**config.mk**
```make
export PLATFORM = sky130hd
export DESIGN_NAME = matrix_result_reader_flat
export DESIGN_NICKNAME = d
export VERILOG_FILES = /design/src/rtl/matrix_result_reader_if.sv /design/src/rtl/matrix_result_reader.sv /design/src/flat_wrapper.sv
export SDC_FILE = /design/constraint.sdc
export NUM_CORES = 1
export LEC_CHECK = 0
export CELL_PAD_IN_SITES_DETAIL_PLACEMENT = 1
export CELL_PAD_IN_SITES_GLOBAL_PLACEMENT = 1
export CORE_ASPECT_RATIO = 1.2
export CORE_UTILIZATION = 40
export CTS_BUF_LIST = sky130_fd_sc_hd__clkbuf_16
export DETAILED_ROUTE_END_ITERATION = 8
export PLACE_DENSITY_LB_ADDON = 0.1
export SYNTH_ARGS = -nofsm -noshare
export SYNTH_HDL_FRONTEND = slang
export SYNTH_SLANG_ARGS = --single-unit
```
**constraint.sdc**
```tcl
create_clock -name clk -period 3.7 [get_ports clk]
set_clock_uncertainty 0.15 [all_clocks]
set_input_delay 0.37 -clock clk [delete_from_list [all_inputs] [get_ports clk]]
set_output_delay 0.37 -clock clk [all_outputs]
set_load 0.02 [all_outputs]
```
**src/rtl/matrix_result_reader_if.sv**
```systemverilog
// ---------------------------------------------------------------------------
// matrix_result_reader_if
//
// Byte-wide valid/ready stream carrying matrix results toward the output pins.
//
// Signals:
//   out_data   8-bit byte currently offered by the source
//   out_valid  out_data holds a valid byte
//   out_ready  sink accepts the byte when out_valid && out_ready
//   out_last   marks the final byte of a frame
//
// Modports:
//   master  byte source (drives data/valid/last, samples ready)
//   slave   byte sink   (samples data/valid/last, drives ready)
// ---------------------------------------------------------------------------
interface matrix_result_reader_if;
  logic [7:0] out_data;
  logic       out_valid;
  logic       out_ready;
  logic       out_last;

  modport master (
    output out_data,
    output out_valid,
    output out_last,
    input  out_ready
  );

  modport slave (
    input  out_data,
    input  out_valid,
    input  out_last,
    output out_ready
  );
endinterface

```
**src/rtl/matrix_result_reader.sv**
```systemverilog
// ---------------------------------------------------------------------------
// matrix_result_reader
//
// Result-side companion to the 3x3 matrix multiplier. On the rising edge of
// the multiplier's done level, the nine results C0..C8 are latched into
// shadow registers and then streamed out as 27 bytes (three little-endian
// bytes per zero-extended element, C0 first) over a back-pressured byte
// stream. A frame that arrives while a stream is in progress is dropped and
// flagged with the sticky overrun bit.
//
// Ports:
//   clk            single clock, all state on the rising edge
//   reset          asynchronous, active-low reset
//   done_in        multiplier done level; a 0->1 transition starts a frame
//   C0..C8         multiplier results, row-major
//   out_if         byte stream (master side): out_data/out_valid/out_last
//                  driven, out_ready sampled
//   clear_overrun  synchronous clear of overrun
//   busy           high while a frame is being transmitted
//   frame_done     one-cycle pulse after the final byte is accepted
//   overrun        sticky, a frame arrived while busy and was dropped
// ---------------------------------------------------------------------------
module matrix_result_reader #(
  parameter int ELEM_W   = 18,
  parameter int NUM_ELEM = 9
) (
  input  logic                   clk,
  input  logic                   reset,
  input  logic                   done_in,
  input  logic [ELEM_W-1:0]      C0,
  input  logic [ELEM_W-1:0]      C1,
  input  logic [ELEM_W-1:0]      C2,
  input  logic [ELEM_W-1:0]      C3,
  input  logic [ELEM_W-1:0]      C4,
  input  logic [ELEM_W-1:0]      C5,
  input  logic [ELEM_W-1:0]      C6,
  input  logic [ELEM_W-1:0]      C7,
  input  logic [ELEM_W-1:0]      C8,
  matrix_result_reader_if.master out_if,
  input  logic                   clear_overrun,
  output logic                   busy,
  output logic                   frame_done,
  output logic                   overrun
);

  localparam int TX_W = 24;
  localparam logic [3:0] LAST_ELEM = 4'(NUM_ELEM - 1);
  localparam logic [1:0] LAST_BYTE = 2'd2;

  typedef enum logic {
    IDLE,
    SEND
  } state_t;

  state_t            state_q, state_d;
  logic              doneD_q;
  logic [ELEM_W-1:0] shadow_q [NUM_ELEM];
  logic [3:0]        elemIdx_q, elemIdx_d;
  logic [1:0]        byteIdx_q, byteIdx_d;
  logic              frameDone_q, frameDone_d;
  logic              overrun_q, overrun_d;

  logic [ELEM_W-1:0] cIn [NUM_ELEM];
  logic              capture;
  logic              rise;
  logic              sending;
  logic              handshake;
  logic              lastByte;
  logic [TX_W-1:0]   curElem;

  assign cIn[0] = C0;
  assign cIn[1] = C1;
  assign cIn[2] = C2;
  assign cIn[3] = C3;
  assign cIn[4] = C4;
  assign cIn[5] = C5;
  assign cIn[6] = C6;
  assign cIn[7] = C7;
  assign cIn[8] = C8;

  // The done level is edge-detected against its registered copy; since the
  // copy resets to 0, done_in already high at reset release counts as a rise.
  assign rise      = done_in && !doneD_q;
  assign sending   = (state_q == SEND);
  assign handshake = sending && out_if.out_ready;
  assign lastByte  = (elemIdx_q == LAST_ELEM) && (byteIdx_q == LAST_BYTE);
  assign curElem   = {{(TX_W-ELEM_W){1'b0}}, shadow_q[elemIdx_q]};

  // State register: FSM state, stream indices, shadow copy of the results
  // and the registered status flags.
  always_ff @(posedge clk or negedge reset) begin
    if (!reset) begin
      state_q     <= IDLE;
      doneD_q     <= 1'b0;
      elemIdx_q   <= 4'd0;
      byteIdx_q   <= 2'd0;
      frameDone_q <= 1'b0;
      overrun_q   <= 1'b0;
      for (int i = 0; i < NUM_ELEM; i++) begin
        shadow_q[i] <= '0;
      end
    end else begin
      state_q     <= state_d;
      doneD_q     <= done_in;
      elemIdx_q   <= elemIdx_d;
      byteIdx_q   <= byteIdx_d;
      frameDone_q <= frameDone_d;
      overrun_q   <= overrun_d;
      if (capture) begin
        for (int i = 0; i < NUM_ELEM; i++) begin
          shadow_q[i] <= cIn[i];
        end
      end
    end
  end

  // Next-state logic. A rise landing on the final handshake is not an
  // overrun: the old frame is complete, so the new one is captured and the
  // stream restarts from index 0 without passing through IDLE.
  always_comb begin
    state_d     = state_q;
    elemIdx_d   = elemIdx_q;
    byteIdx_d   = byteIdx_q;
    frameDone_d = 1'b0;
    capture     = 1'b0;

    case (state_q)
      IDLE: begin
        if (rise) begin
          capture   = 1'b1;
          elemIdx_d = 4'd0;
          byteIdx_d = 2'd0;
          state_d   = SEND;
        end
      end

      SEND: begin
        if (handshake) begin
          if (lastByte) begin
            frameDone_d = 1'b1;
            elemIdx_d   = 4'd0;
            byteIdx_d   = 2'd0;
            if (rise) begin
              capture = 1'b1;
            end else begin
              state_d = IDLE;
            end
          end else if (byteIdx_q == LAST_BYTE) begin
            byteIdx_d = 2'd0;
            elemIdx_d = elemIdx_q + 4'd1;
          end else begin
            byteIdx_d = byteIdx_q + 2'd1;
          end
        end
      end

      default: begin
        state_d = IDLE;
      end
    endcase

    // Setting the sticky flag takes priority over a simultaneous clear.
    overrun_d = overrun_q;
    if (clear_overrun) begin
      overrun_d = 1'b0;
    end
    if (rise && sending && !(handshake && lastByte)) begin
      overrun_d = 1'b1;
    end
  end

  // Output logic: everything is decoded from registered state only, so the
  // stream holds steady under back-pressure and out_ready has no
  // combinational path to the outputs.
  always_comb begin
    out_if.out_valid = sending;
    out_if.out_data  = 8'd0;
    if (sending) begin
      case (byteIdx_q)
        2'd0:    out_if.out_data = curElem[7:0];
        2'd1:    out_if.out_data = curElem[15:8];
        2'd2:    out_if.out_data = curElem[23:16];
        default: out_if.out_data = 8'd0;
      endcase
    end
    out_if.out_last = sending && lastByte;
    busy            = sending;
    frame_done      = frameDone_q;
    overrun         = overrun_q;
  end

endmodule

```
**src/flat_wrapper.sv**
```systemverilog
// flat-port wrapper written by rule: the top's interface ports become plain ports
module matrix_result_reader_flat 
#(
  parameter int ELEM_W   = 18,
  parameter int NUM_ELEM = 9
)
  (clk, reset, done_in, C0, C1, C2, C3, C4, C5, C6, C7, C8, clear_overrun, busy, frame_done, overrun, out_if_out_data, out_if_out_valid, out_if_out_last, out_if_out_ready);
  matrix_result_reader_if out_if_i ();
  input  logic clk;
  input  logic reset;
  input  logic done_in;
  input  logic [ELEM_W-1:0] C0;
  input  logic [ELEM_W-1:0] C1;
  input  logic [ELEM_W-1:0] C2;
  input  logic [ELEM_W-1:0] C3;
  input  logic [ELEM_W-1:0] C4;
  input  logic [ELEM_W-1:0] C5;
  input  logic [ELEM_W-1:0] C6;
  input  logic [ELEM_W-1:0] C7;
  input  logic [ELEM_W-1:0] C8;
  input  logic clear_overrun;
  output logic busy;
  output logic frame_done;
  output logic overrun;
  output wire logic [$bits(out_if_i.out_data)-1:0] out_if_out_data;
  output wire logic [$bits(out_if_i.out_valid)-1:0] out_if_out_valid;
  output wire logic [$bits(out_if_i.out_last)-1:0] out_if_out_last;
  input wire logic [$bits(out_if_i.out_ready)-1:0] out_if_out_ready;
  assign out_if_out_data = out_if_i.out_data;
  assign out_if_out_valid = out_if_i.out_valid;
  assign out_if_out_last = out_if_i.out_last;
  assign out_if_i.out_ready = out_if_out_ready;
  matrix_result_reader #(.ELEM_W(ELEM_W), .NUM_ELEM(NUM_ELEM)) u_core (.clk(clk), .reset(reset), .done_in(done_in), .C0(C0), .C1(C1), .C2(C2), .C3(C3), .C4(C4), .C5(C5), .C6(C6), .C7(C7), .C8(C8), .out_if(out_if_i), .clear_overrun(clear_overrun), .busy(busy), .frame_done(frame_done), .overrun(overrun));
endmodule
```
==> impl.org, run 1 <==
** Run status
- The run finished with clean final reports.

** Critical path
- In this run the register-to-register setup slack is approximately 850 ps.
- The signal on the critical path passes through or4b_1, or3_1, o221ai_1, clkdlybuf4s50_1.
- Max Fanout on Critical Path :: 16
- The critical path is of the register to output port type.
- For this run, the slowest stage of the critical path takes 690 ps.
- Data on the critical path is required at its endpoint by between 3000 and 4000 ps.
- STA puts the critical path data arrival time at 2950 ps.
- The worst setup path is captured at an output port.
- CP max stage cell :: dfrtp_1
- STA classifies the critical path startpoint as a register.

** Run
- Across the run, the number of max-cap violations was 0.

** Clock tree
- Buffers added to address setup during post-CTS repair amount to 0.
- Number of H-tree branching levels :: 4
- For the worst-skew pair, the clock arrives at the later sink with an insertion delay of 430 ps.
- The tree built by TritonCTS fans out to 172 sinks.
- CTS tree :: built
- Max Root-Sink Buffers :: 2
- Buffers inserted during clock tree synthesis total 17.
- The root buffer cell chosen for the clock tree is clkbuf_16.
- Clock slew at the register clock pins of the worst setup and hold paths :: 70 ps
- # resized after CTS :: 0

** Cells and area
- The number of antenna diodes in the final layout is 0.
- Layout area overhead :: 32.7%
- Fill cell total of the finished layout :: 1919
- After the last flow step, the layout net total stands at 898.
- The post-route netlist has between 30% and 40% of its cells at a drive strength greater than 1.
- Measured on the finished design, the core utilization comes to 54.2%.

** Yosys
- In this run the cell area of the synthesized design comes to 0.00801 mm2.
- Total of warnings raised by yosys :: 0
- The synthesized netlist contains 37 unique library cells.
- Count of mapped cells out of synthesis :: 559
- Counting flops and latches in the post-synthesis netlist gives 172.
- Sequential elements use approximately 54% of the synthesized area.
- Synthesized net count :: 728
- Post-Syn Area per Cell :: 14.3 um2

** Floorplanning
- The floorplan has between 50 and 60 rows.
- In this run the vertical extent of the chip is 157 um.
- Starting utilization of the core area :: between 40% and 50%
- The floorplan step defined a die boundary enclosing 0.0206 mm2.
- In this run the standard cell core region covers between 0.015 and 0.02 mm2.
- Pin placement for this block handled 180 I/O pins.
- The floorplan step set the die width to 131 um.

** GRT
- The number of global-route vias before repair is 5852.
- Pin count of the biggest net entering global routing :: 77
- First-pass GRT wire length :: 32.5 mm
- Number of antenna violations at the first check in global routing :: 0
- Global-route usage over all layers :: between 20% and 30%
- GRT Residual Overflow :: 0

** Drt
- The detail route stage leaves a number of antenna-violating nets equal to 0.
- Pre-antenna DRT Iters :: 4
- In the routed layout, each cell is associated on average with a via count of 5.23.
- Initial drt markers :: 237
- Final WL :: roughly 21 mm
- Detailed-route via count :: approximately 5200
- Routed length per placed instance :: 20.6 um
- Residual DRC count :: 0

** Placement
- Final weighted congestion in routability-driven placement :: 0.894
- HPWL after detailed placement :: roughly 15 mm
- Number of I/O port buffers :: 179

** STA
- Endpoints failing setup :: 0
- The final-report hold violation count was 0.
- For this run, the top clock speed supported by timing is 288 MHz.
- The count of final max-slew check failures came to 0.
- Setup repair after global routing left no endpoint under its margin.
- Headroom to the max-slew limit came out at 52.6%.
- For the pin with the worst max-slew slack, the measured transition is 712 ps.
- Final Critical Period :: 3470 ps
- Final total negative setup slack :: 0 ps
- Of the available clock period, the critical path in the final layout requires 93.7%.

** Power and ir drop
- Leakage dissipation :: 4.54 nW
- Power per cell area :: 806 mW/mm2
- Overall power consumption after layout is estimated at 8.56 mW.
- Across the VDD grid, the largest voltage drop is 0.388 mV.

** Hold path
- Class of the worst hold path :: input port to register
==> through the flow <==
| stage | cell area (um2) | hold WS [ps] | instances | setup slack [ps] |
|---|---|---|---|---|
| final | 10600 | 289 | 1003 | 233 |
| after global routing | 10600 | 297 | 1003 | 96.4 |
| after CTS | 10600 | 273 | 1003 | 189 |
| after detailed placement | 10000 | 289 | 970 | 649 |
| after global placement | 10000 | 280 | 970 | 726 |
| after floorplan | 8010 | -75.6 | 559 | 1260 |
==> final timing paths <==
check | start | to | cells past startpoint
setup / recovery | u_core.byteIdx_q[0]$_DFFE_PN0P_ | out_if_out_data[4] | 4
hold / removal | done_in | u_core.doneD_q$_DFF_PN0_ | 1
hold reg to reg | u_core.shadow_q[110]$_DFFE_PN0P_ | u_core.shadow_q[110]$_DFFE_PN0P_ | 1
min in group asynchronous | reset | u_core.shadow_q[108]$_DFFE_PN0P_ | 2
max in group asynchronous | reset | u_core.shadow_q[43]$_DFFE_PN0P_ | 3
setup reg to reg | u_core.elemIdx_q[1]$_DFFE_PN0P_ | u_core.shadow_q[141]$_DFFE_PN0P_ | 8
==> kinds of logic after synthesis <==
kind of cell / synth area share, %
muxes: 34.6
buffers and inverters: 3.23
AOI/OAI and AO/OA: 5.06
adders and majority gates: 0.312
DFF: 53.7
and+or+nand+nor: 3.03
==> where the power goes <==
group	internal (mW)	total, mW	switching, mW	leakage [nW]
registers	2.81	3.35	0.536	2.10
logic	1.87	3.43	1.56	2.16
clock network	1.01	1.79	0.782	0.283
==> cells in the mapped netlist <==
master,n,area share (%)
ha_1,2,0.31
o22ai_1,7,0.55
nand4b_1,1,0.11
nand2_1,7,0.33
nand3_1,6,0.37
o21ai_0,12,0.75
buf_2,18,1.1
a32o_1,2,0.25
a21oi_1,13,0.81
mux2i_1,51,6.4
o221ai_1,6,0.66
buf_6,9,1.3
mux4_2,12,3.4
mux2_4,9,1.7
nor2b_1,3,0.23
o21a_1,2,0.19
and2_1,1,0.078
dfrtp_1,172,54
buf_1,4,0.19
nand2b_1,5,0.39
buf_4,4,0.37
inv_1,3,0.14
or4b_1,2,0.25
o31ai_1,1,0.094
a22oi_1,10,0.94
o21ai_2,1,0.11
nand3b_1,1,0.094
mux2_2,159,22
or3_1,7,0.55
a31oi_1,2,0.16
nor2_1,10,0.47
or4_1,1,0.094
nor3_1,1,0.062
inv_2,1,0.047
o21bai_1,6,0.56
clkbuf_1,2,0.094
mux2_1,6,0.84
==> critical path, delay by kind of cell (launching register included) <==
family | cells | cell delay, ps
and+or+nand+nor | 2 | 1070
buffers and inverters | 1 | 680
AOI/OAI and AO/OA | 1 | 80
DFF | 1 | 690
==> placed cells by master, fill, tap and decap left out, types with 3 or more instances in the layout <==
cell / n
clkdlybuf4s50_1: 178
mux2_1: 6
o21ai_0: 12
inv_6: 4
nand2_1: 7
nor2b_1: 3
o221ai_1: 6
nand2b_1: 4
mux2i_1: 51
nor2_1: 10
inv_1: 4
a21oi_1: 13
or3_1: 7
a22oi_1: 10
mux2_2: 159
dfrtp_1: 170
o22ai_1: 7
nand3_1: 6
o21bai_1: 6
clkbuf_16: 17
mux4_2: 12
clkinvlp_4: 3
mux2_4: 9
buf_12: 6
==> per-layer routing <==
layer | vias up | global-route usage (%) | part of all wire (%)
met3 | 25 | 4.83 | 4.9
met4 | 0 | 7.11 | 1.7
met2 | 132 | 39.3 | 55
li1 | 2401 | - | -
met1 | 2686 | 23.6 | 39
met5 | - | 0 | 0
==> flip-flops by register name (all words and copies together) (netlist names) <==
register	flops
u_core.busy	1
u_core.elemIdx_q	4
u_core.doneD_q	1
u_core.frame_done	1
u_core.byteIdx_q	2
u_core.shadow_q	162
u_core.overrun	1
==> area by class of cell <==
| type | count | area (um2) | area share [%] |
|---|---|---|---|
| Multi-Input combinational cell | 346 | 3450 | 32.5 |
| Tap cell | 261 | 327 | 3.07 |
| Clock buffer | 17 | 425 | 4.00 |
| Clock inverter | 15 | 161 | 1.52 |
| Sequential cell | 172 | 4310 | 40.5 |
| Timing Repair Buffer | 188 | 1940 | 18.2 |
| Inverter | 4 | 15.0 | 0.141 |
==> what timing repair did <==
action,CTS,global route
endpoints found under the hold margin,74,0
endpoints found under the setup margin,0,0
hold buffers,1,0
(Power assumes the default switching activity.)
==> run 2, diff against run 1 <==
- CTS_CLUSTER_DIAMETER: not set -> 120
==> results of run 2 <==
The final DEF is identical to that of run 1; final timing and power are the same.
==> run 3, diff against run 2 <==
- CORE_MARGIN: not set -> 4
- REMOVE_ABC_BUFFERS: not set -> 1
==> run 3 against run 2 <==
Wire length grew 1.0%. Clock power barely moved. Sequential cell count unchanged. Sequential power is essentially flat. First-iteration DRC count decreased by 36%. Power shrank 0.93%. Sequential share of layout area is 0.095 points lower. Count of clock-buffer cells in the layout is the same. Maximum frequency rose by 0.66%. Die area is 8.6% higher. Largest power group unchanged. Worst hold slack got worse by 7.7 ps.
==> impl.org, run 3 (synthesized netlist as in run 1, its figures left out) <==
** Run status
- The run finished with clean final reports.

** GRT
- The initial antenna violation count came to 0.
- Via count of the first global-routing pass :: between 6000 and 7000
- First-pass GRT wire length :: 33.1 mm
- GRT Residual Overflow :: 0
- Pin count of the biggest net entering global routing :: 72
- Global-route usage over all layers :: between 10% and 20%

** Placement
- Routability-driven placement finished with a final weighted congestion of 0.791.
- The placed instances occupy a cell area of about 0.010 mm2.
- Detailed placement finished with a half-perimeter wire length of 14.8 mm.
- # placed instances :: just under 1000
- Number of I/O port buffers :: approximately 180

** Drt
- The final layout contains routed wiring with a total length of 20.9 mm.
- Dividing the detail-routed wire length by the instance count gives about 21 um.
- Residual DRC count :: 0
- Summing over every cut layer, the via total after detailed routing is 5214.
- Initial drt markers :: 152
- The detail route stage leaves a number of antenna-violating nets equal to 0.
- The first detailed-routing pass took 4 iterations.
- Ratio of routed vias to standard cells :: between 5 and 6

** Cells and area
- Across the whole layout, storage elements account for approximately 0.0043 mm2.
- The register with the most flip-flops in the layout has 162 of them.
- Register ranked first by flip-flop count :: u_core.shadow_q
- Summing all multi-input logic gate instances after layout gives between 0.003 and 0.004 mm2.
- Diode insertion count for antenna repair :: 0
- Fill cell total of the finished layout :: just under 2000
- The post-route netlist has between 30% and 40% of its cells at a drive strength greater than 1.
- Most common library cell in the layout ignoring fill and taps :: clkdlybuf4s50_1
- Relative to the synthesized area, the layout overhead comes to 33.0%.
- Net count of the finished layout :: 901
- The finished cells cover 0.0107 mm2.
- Once layout is complete, the cells apart from fillers number 1006.
- Top library cells by usage in the layout, fill and taps aside :: 178 x clkdlybuf4s50_1, 170 x dfrtp_1, 159 x mux2_2, 51 x mux2i_1, 17 x clkbuf_16
- Leading registers by flop count :: u_core.shadow_q (162), u_core.elemIdx_q (4), u_core.byteIdx_q (2)

** Clock tree
- Buffers inserted during clock tree synthesis total 17.
- Post-CTS timing repair inserted 0 buffers for setup.
- # resized after CTS :: 0
- The number of hold buffers added after CTS was 1.
- The clock passes through at most 2 buffers.
- CTS sink count :: 172
- Worst skew pair latency :: about 420 ps
- Root Buffer Master :: clkbuf_16
- TritonCTS built the clock tree.
- Number of H-tree branching levels :: 4
- Clock slew at the register clock pins of the worst setup and hold paths :: roughly 60 ps

** Critical path
- Data required time at the worst endpoint :: 3180 ps
- The worst register-to-register path has a setup slack of roughly 970 ps.
- Launching element type of the critical path :: register
- In this run the critical register-to-register path is captured at u_core.shadow_q[115]$_DFFE_PN0P_.
- Worst reg2reg path startpoint :: u_core.elemIdx_q[0]$_DFFE_PN0P_
- Of all nets on the critical path, the largest fanout is 6.
- The worst setup path is captured at an output port.
- By startpoint and endpoint, the worst setup path is classified as register to output port.
- Data arrives at the worst endpoint at around 2900 ps.
- The number of cells on the worst reg-to-reg path is 8.

** Hold path
- Class of the worst hold path :: input port to register
- The worst hold path terminates at u_core.doneD_q$_DFF_PN0_.
- Counting instances, the worst hold path has a depth of 1.
- The worst hold path begins at done_in.

** Floorplanning
- In this run the vertical extent of the chip is 163 um.
- The floorplan has 56 rows.
- The initial utilization of the core area, before any placement, comes to 40.8%.
- Chip Width :: 137 um
- Number of top-level pins :: between 150 and 200
- In this run the standard cell core region covers ~0.020 mm2.
- The die covers 0.0224 mm2.

** STA
- Setup repair after global routing missed its margin :: no
- Maximum clock rate :: 290 MHz
- Total count of hold-check failures in the final report :: 0
- At the pin with the least slew margin, the transition time is 701 ps.
- In the final timing run, aggregate negative setup slack is 0 ps.
- Setup violations remaining at the end of the flow were counted as 0.
- Post-route clock period utilization :: 93.1%
- Final Critical Period :: around 3400 ps
- Headroom to the max-slew limit :: 53.3%
- Final worst hold slack :: 281 ps
- The count of final max-slew check failures came to 0.

** Power and ir drop
- Power per cell area :: 796 mW/mm2
- Leakage dissipation :: 4.56 nW
- Across the VDD grid, the largest voltage drop is 0.369 mV.

** Run
- Max-cap violations in this run came to 0.
## run 3: changes by cell type in the layout (fill, tap and decap cells not counted)
cell / delta
clkinv_4: +3
clkinvlp_4: -1
clkinv_2: -1
buf_4: +3
inv_8: -1
## run 3: layout make-up
cell class | count | share of cell area [%]
multi-input cells | 346 | 32.4
repair buffers | 191 | 18.4
clock buffers | 17 | 3.99
inverters | 4 | 0.141
well taps | 261 | 3.07
flip-flops and latches | 172 | 40.4
clock inverters | 15 | 1.54
## run 3: worst max-delay path, cell delays in order (launching register included)
cell	delay, ps
dfrtp_2	420
or4b_1	590
or3_1	500
o221ai_1	320
clkdlybuf4s50_1	670
## run 3: how the worst max path moves through the flow
stage | from | endpoint | slack [ps] | depth (start not counted)
2_1_floorplan | u_core.elemIdx_q[1]$_DFFE_PN0P_ | u_core.shadow_q[0]$_DFFE_PN0P_ | -3170 | 6
3_3_place_gp | u_core.elemIdx_q[0]$_DFFE_PN0P_ | out_if_out_data[5] | 750 | 4
3_5_place_dp | u_core.elemIdx_q[0]$_DFFE_PN0P_ | out_if_out_data[5] | 710 | 4
4_1_cts | u_core.elemIdx_q[0]$_DFFE_PN0P_ | out_if_out_data[5] | 240 | 4
5_1_grt | u_core.elemIdx_q[0]$_DFFE_PN0P_ | out_if_out_data[3] | 200 | 4
6_report | u_core.elemIdx_q[0]$_DFFE_PN0P_ | out_if_out_data[3] | 260 | 4
## run 3: power by group
group,internal (mW),total [mW],switching (mW)
combinational,1.87,3.37,1.50
clock,1.01,1.80,0.791
sequential,2.81,3.32,0.503
## run 3: through the flow
| step | setup slack [ps] | power (mW) | utilization, % |
|---|---|---|---|
| 6_report | 256 | 8.48 | 54.3 |
| 5_1_grt | 204 | 9.04 | 54.3 |
| 4_1_cts | 243 | 8.61 | 54.3 |
| 3_5_place_dp | 711 | 6.75 | 51.2 |
| 3_3_place_gp | 751 | 6.56 | 51.2 |
| 2_1_floorplan | -3170 | 5.52 | - |
## run 3: layer usage
layer | up-vias | GRT usage [%] | share of wire [%]
met4 | 0 | 4.36 | 0.93
met5 | - | 0 | 0
li1 | 2396 | - | -
met1 | 2682 | 24.2 | 41
met2 | 121 | 33.6 | 53
met3 | 15 | 4.44 | 4.3
